### config.mk
export PLATFORM = sky130hd
export DESIGN_NAME = sdram_arbiter_flat
export DESIGN_NICKNAME = d
export VERILOG_FILES = /design/src/rtl/sdram_arbiter_if.sv /design/src/rtl/sdram_arbiter.sv /design/src/flat_wrapper.sv
export SDC_FILE = /design/constraint.sdc
export NUM_CORES = 1
export LEC_CHECK = 0
export BUFFER_PORTS_ARGS = -buffer_cell sky130_fd_sc_hd__buf_2
export CAP_MARGIN = 20
export CORE_MARGIN = 2
export CORE_UTILIZATION = 50
export CTS_BUF_LIST = sky130_fd_sc_hd__clkbuf_8
export CTS_CLUSTER_DIAMETER = 120
export DETAILED_ROUTE_END_ITERATION = 16
export PLACE_DENSITY = 0.73
export SLEW_MARGIN = 5
export SYNTH_ARGS = -nofsm -noshare
export SYNTH_HDL_FRONTEND = slang
export SYNTH_SLANG_ARGS = --single-unit
### constraint.sdc
create_clock -name clk -period 2.15 [get_ports clk]
set_input_delay 0.1075 -clock clk [delete_from_list [all_inputs] [get_ports clk]]
set_output_delay 0.1075 -clock clk [all_outputs]
set_load 0.005 [all_outputs]
### src/rtl/sdram_arbiter_if.sv
// sdram_arbiter_if: command-phase handshake bundle between the arbiter and its sub-controllers/user side
// master (arbiter): drives init/ref/wr/rd_start pulses, sel (one-hot pin owner), init_ok, busy, ref_miss
// slave (sub-controllers, user): drives init/ref/wr/rd_done pulses and wr_req/rd_req levels
interface sdram_arbiter_if;
  logic       init_start, init_done;
  logic       ref_start, ref_done;
  logic       wr_req, wr_start, wr_done;
  logic       rd_req, rd_start, rd_done;
  logic [3:0] sel;
  logic       init_ok, busy, ref_miss;
  modport master (
    output init_start, ref_start, wr_start, rd_start, sel, init_ok, busy, ref_miss,
    input  init_done, ref_done, wr_req, wr_done, rd_req, rd_done
  );
  modport slave (
    input  init_start, ref_start, wr_start, rd_start, sel, init_ok, busy, ref_miss,
    output init_done, ref_done, wr_req, wr_done, rd_req, rd_done
  );
endinterface

### src/rtl/sdram_arbiter.sv
// sdram_arbiter: sequences SDRAM init, periodic auto-refresh and user write/read grants onto one-hot pin ownership
// ports: clk, rst (sync, active-high); bus (sdram_arbiter_if.master) carries start/done pulses, req levels,
//        sel (0001 init, 0010 write, 0100 refresh, 1000 read), init_ok, busy, ref_miss
// params: REF_PERIOD cycles between refresh requests, CNT_W refresh counter width
// option: SDRAM_ARB_REFMISS_EN enables the sticky ref_miss overrun flag; otherwise ref_miss is tied low
module sdram_arbiter #(
  parameter int REF_PERIOD = 390,
  parameter int CNT_W      = 10
) (
  input logic clk,
  input logic rst,
  sdram_arbiter_if.master bus
);
  typedef enum logic [2:0] {S_INIT, S_IDLE, S_REF, S_WR, S_RD} state_t;
  state_t r_state, w_next;
  logic [CNT_W-1:0] r_cnt;
  logic [3:0] r_sel, w_sel;
  logic r_ref_pend, r_init_issued, r_init_ok, r_busy;
  logic r_init_start, r_ref_start, r_wr_start, r_rd_start;
  logic w_expire, w_idle, w_grant_ref, w_grant_wr, w_grant_rd;
  assign w_expire    = r_init_ok && (r_cnt == CNT_W'(REF_PERIOD - 1));
  assign w_idle      = r_state == S_IDLE;
  assign w_grant_ref = w_idle && r_ref_pend;
  assign w_grant_wr  = w_idle && !r_ref_pend && bus.wr_req;
  assign w_grant_rd  = w_idle && !r_ref_pend && !bus.wr_req && bus.rd_req;
  // a done coinciding with its own start pulse is ignored, hence the !r_*_start terms
  always_comb begin
    w_next = r_state;
    case (r_state)
      S_INIT:  w_next = (bus.init_done && r_init_issued && !r_init_start) ? S_IDLE : S_INIT;
      S_IDLE:  w_next = w_grant_ref ? S_REF : w_grant_wr ? S_WR : w_grant_rd ? S_RD : S_IDLE;
      S_REF:   w_next = (bus.ref_done && !r_ref_start) ? S_IDLE : S_REF;
      S_WR:    w_next = (bus.wr_done && !r_wr_start) ? S_IDLE : S_WR;
      S_RD:    w_next = (bus.rd_done && !r_rd_start) ? S_IDLE : S_RD;
      default: w_next = S_INIT;
    endcase
    w_sel = w_grant_ref ? 4'b0100 : w_grant_wr ? 4'b0010 : w_grant_rd ? 4'b1000 : r_sel;
  end
  always_ff @(posedge clk)
    if (rst) r_state <= S_INIT;
    else     r_state <= w_next;
  always_ff @(posedge clk) begin
    if (rst) begin
      r_cnt         <= '0;
      r_sel         <= 4'b0001;
      r_ref_pend    <= 1'b0;
      r_init_issued <= 1'b0;
      r_init_ok     <= 1'b0;
      r_busy        <= 1'b1;
      r_init_start  <= 1'b0;
      r_ref_start   <= 1'b0;
      r_wr_start    <= 1'b0;
      r_rd_start    <= 1'b0;
    end else begin
      r_cnt         <= (!r_init_ok || w_expire) ? '0 : r_cnt + 1'b1;
      r_sel         <= w_sel;
      r_ref_pend    <= w_expire || (r_ref_pend && !w_grant_ref);
      r_init_issued <= 1'b1;
      r_init_ok     <= r_init_ok || (r_state == S_INIT && w_next == S_IDLE);
      r_busy        <= w_next != S_IDLE;
      r_init_start  <= r_state == S_INIT && !r_init_issued;
      r_ref_start   <= w_grant_ref;
      r_wr_start    <= w_grant_wr;
      r_rd_start    <= w_grant_rd;
    end
  end
`ifdef SDRAM_ARB_REFMISS_EN
  logic r_ref_miss;
  always_ff @(posedge clk)
    if (rst) r_ref_miss <= 1'b0;
    else     r_ref_miss <= r_ref_miss || (w_expire && r_ref_pend);
  assign bus.ref_miss = r_ref_miss;
`else
  assign bus.ref_miss = 1'b0;
`endif
  assign bus.init_start = r_init_start;
  assign bus.ref_start  = r_ref_start;
  assign bus.wr_start   = r_wr_start;
  assign bus.rd_start   = r_rd_start;
  assign bus.sel        = r_sel;
  assign bus.init_ok    = r_init_ok;
  assign bus.busy       = r_busy;
endmodule
### src/flat_wrapper.sv
// flat-port wrapper written by rule: the top's interface ports become plain ports
module sdram_arbiter_flat 
#(
  parameter int REF_PERIOD = 390,
  parameter int CNT_W      = 10
)
  (clk, rst, bus_init_start, bus_ref_start, bus_wr_start, bus_rd_start, bus_sel, bus_init_ok, bus_busy, bus_ref_miss, bus_init_done, bus_ref_done, bus_wr_req, bus_wr_done, bus_rd_req, bus_rd_done);
  sdram_arbiter_if bus_i ();
  input logic clk;
  input logic rst;
  output wire logic [$bits(bus_i.init_start)-1:0] bus_init_start;
  output wire logic [$bits(bus_i.ref_start)-1:0] bus_ref_start;
  output wire logic [$bits(bus_i.wr_start)-1:0] bus_wr_start;
  output wire logic [$bits(bus_i.rd_start)-1:0] bus_rd_start;
  output wire logic [$bits(bus_i.sel)-1:0] bus_sel;
  output wire logic [$bits(bus_i.init_ok)-1:0] bus_init_ok;
  output wire logic [$bits(bus_i.busy)-1:0] bus_busy;
  output wire logic [$bits(bus_i.ref_miss)-1:0] bus_ref_miss;
  input wire logic [$bits(bus_i.init_done)-1:0] bus_init_done;
  input wire logic [$bits(bus_i.ref_done)-1:0] bus_ref_done;
  input wire logic [$bits(bus_i.wr_req)-1:0] bus_wr_req;
  input wire logic [$bits(bus_i.wr_done)-1:0] bus_wr_done;
  input wire logic [$bits(bus_i.rd_req)-1:0] bus_rd_req;
  input wire logic [$bits(bus_i.rd_done)-1:0] bus_rd_done;
  assign bus_init_start = bus_i.init_start;
  assign bus_ref_start = bus_i.ref_start;
  assign bus_wr_start = bus_i.wr_start;
  assign bus_rd_start = bus_i.rd_start;
  assign bus_sel = bus_i.sel;
  assign bus_init_ok = bus_i.init_ok;
  assign bus_busy = bus_i.busy;
  assign bus_ref_miss = bus_i.ref_miss;
  assign bus_i.init_done = bus_init_done;
  assign bus_i.ref_done = bus_ref_done;
  assign bus_i.wr_req = bus_wr_req;
  assign bus_i.wr_done = bus_wr_done;
  assign bus_i.rd_req = bus_rd_req;
  assign bus_i.rd_done = bus_rd_done;
  sdram_arbiter #(.REF_PERIOD(REF_PERIOD), .CNT_W(CNT_W)) u_core (.clk(clk), .rst(rst), .bus(bus_i));
endmodule
==> run metrics <==
Net Count, Synth=132; Final Max Slew Viols=0; Clock Pin Slew Worst Setup and Hold Paths=0.08 ns; Pre-Repair DR Iteration Count=4; CTS tree=yes; Post CTS Setup Buffer Count=0; final instance area=1200 µm²; Num CTS Buffers=3; global-route wire length before repair=3410 µm; min cycle time layout=1.93 ns; non-filler instance count after layout=165; Final GP Congestion=0.882; top routing layer in use=met4; share of layout cells above drive strength 1=0.159; setup violators final=0; M1 WL=982 µm; Worst EP required=2.30 ns; outcome=finished, final reports clean; Final Hold Fails=0; Critical Path Fanout Max=10; post-DR wirelength/cell=12.1 µm; worst clock skew=0.00140 ns; die area=2500 µm²; Fmax=0.519 GHz; Pwr Density=713 nW/µm²; Vias/cell=5.22; CTS root buf=clkbuf_8; Worst setup EP type=flip-flop; number of global-route vias before repair=753; worst hold slack=0.144 ns; Crit Path Class=reg2reg; Final ANT Viol Nets=0; largest net degree at the start of global routing=14; core area=1980 µm²; Synth-to-Final Area Change=13.1%; Avg Cell Area, Syn=8.69 µm²; hpwl dp=1500 µm; initial detailed-routing violation count=13; Site Rows=16; Cells after Synth=122; placed instance area=1150 µm²; quantity of gates resized following cts=0; YS warnings=0; setup ws final=0.224 ns; asr flop ratio synth=0; mapped cell area=1060 µm²; WL met2=902 µm; nets@finish=149; Peak VDD IR=0.507 mV; input/output buffers=17; drc violations=0; total gr overflow=0; Post-synth top flop=dfxtp_1; Core Util, Final=0.605; reg2reg path depth=4; RSZ-0062 raised after global routing=false; Die H=50.0 µm; routed via count=862; Synth Register Bits=25; hold_buf cts=0; sequential fraction of the synthesis area=0.472; P_leak=0.485 nW; number of fill cells=175; maximum root-to-sink buffer count=2; Power, Total=0.854 mW; crit start category=flip-flop; TNS Setup=0 ns; clock sink count=25; number of max-cap violations=0; hold path cells=2; Yosys cell types=36; Die Wd=50.0 µm; Worst Path Arrival=2.08 ns; H-Tree Depth=1; Worst-Skew Late Latency=0.27 ns; IO Count=19; DRT Wirelength=1990 µm; Hold Path Class=in2reg; gr usage total=0.184; initial antenna violation count=0; Setup WS pre-CTS=0.254 ns; Starting Density=0.535; fin crit share=0.896; met3 wire length=66 µm; antenna cells=0; Placed Cells=161; number of flops mapped to enable cells by yosys=0
[flip-flops by register name, summed over array words and instances (netlist names)]
| name | cells |
|---|---|
| u_core.bus.wr_start | 1 |
| u_core.r_init_issued | 1 |
| u_core.r_cnt | 10 |
| u_core.bus.ref_start | 1 |
| u_core.bus.init_start | 1 |
| u_core.bus.sel | 4 |
| u_core.bus.rd_start | 1 |
| u_core.r_ref_pend | 1 |
| u_core.r_state | 3 |
| u_core.bus.init_ok | 1 |
| u_core.bus.busy | 1 |
[synthesized netlist by cell type (2+ instances only)]
cell type	n	area (µm²)
buf_4	2	15.0
and3_1	3	18.8
inv_1	5	18.8
a21oi_1	3	15.0
nand2_1	7	26.3
xor2_1	7	61.3
nor3_1	4	20.0
clkbuf_1	2	7.51
ha_1	2	25.0
nand3b_1	3	22.5
nor4b_1	2	17.5
dfxtp_1	25	500
nand2b_1	3	18.8
nor2_1	21	78.8
nand3_1	6	30.0
o21ai_0	5	25.0
nand4_1	2	12.5
buf_2	2	10.0
[layout make-up]
cell class                 instances  area (µm²)  area share
multi-input combinational         86         508       0.424
sequential                        25         500       0.418
timing repair buffer              18        92.6      0.0772
clock buffer                       3        41.3      0.0344
tap                               27        33.8      0.0282
inverter                           5        18.8      0.0157
clock inverter                     1        3.75     0.00313
[worst paths after layout]
kind / start / to / slack (ns)
worst max register to register: u_core.r_state[0] / u_core.bus.busy / 0.22
worst max-delay path: u_core.r_state[0] / u_core.bus.busy / 0.22
worst min register to register: u_core.r_init_issued / u_core.bus.init_start / 0.45
worst min-delay path: rst / u_core.bus.sel[2] / 0.14
[worst max-delay path, cell delays in order, from the launching register on]
cell	delay, ns
dfxtp_1	0.48
or3b_1	0.50
nor3_2	0.21
a311oi_1	0.10
or4_1	0.51
[metal layers]
layer	track usage	vias up
li1	-	445
met1	0.250	403
met2	0.254	10
met3	0.0455	4
met4	0.125	0
met5	0	-
[cells by family (layout without fill, tap and decap cells)]
kind of cell	Yosys count	after routing	synth area share
AND/OR/NAND/NOR	58	58	0.283
flip-flops	25	25	0.472
AO/OA/AOI/OAI	17	17	0.103
buffers and inverters	11	27	0.0484
XOR/XNOR	8	8	0.0661
adder cells (fa/ha/maj)	2	2	0.0236
other	1	1	0.00354
[where the power goes]
group / switching (mW) / internal, mW / leakage (nW)
logic: 0.0506 / 0.0402 / 0.255
registers: 0.0169 / 0.482 / 0.203
clock network: 0.137 / 0.128 / 0.0269
total: 0.205 / 0.649 / 0.485
[cells in the final DEF (no fill, tap or decap), types with 2 or more instances in the layout]
master / Yosys / routed
nand2b_1: 3 / 3
and3_1: 3 / 3
clkbuf_8: 0 / 3
nor3_1: 4 / 4
nand3b_1: 3 / 3
nand3_1: 6 / 6
nor2_1: 21 / 21
o21ai_0: 5 / 5
buf_2: 2 / 17
dfxtp_1: 25 / 25
xor2_1: 7 / 7
inv_1: 5 / 6
nand4_1: 2 / 2
ha_1: 2 / 2
nand2_1: 7 / 7
nor4b_1: 2 / 2
a21oi_1: 3 / 3
Note: power is estimated with default switching activity, not from simulation.
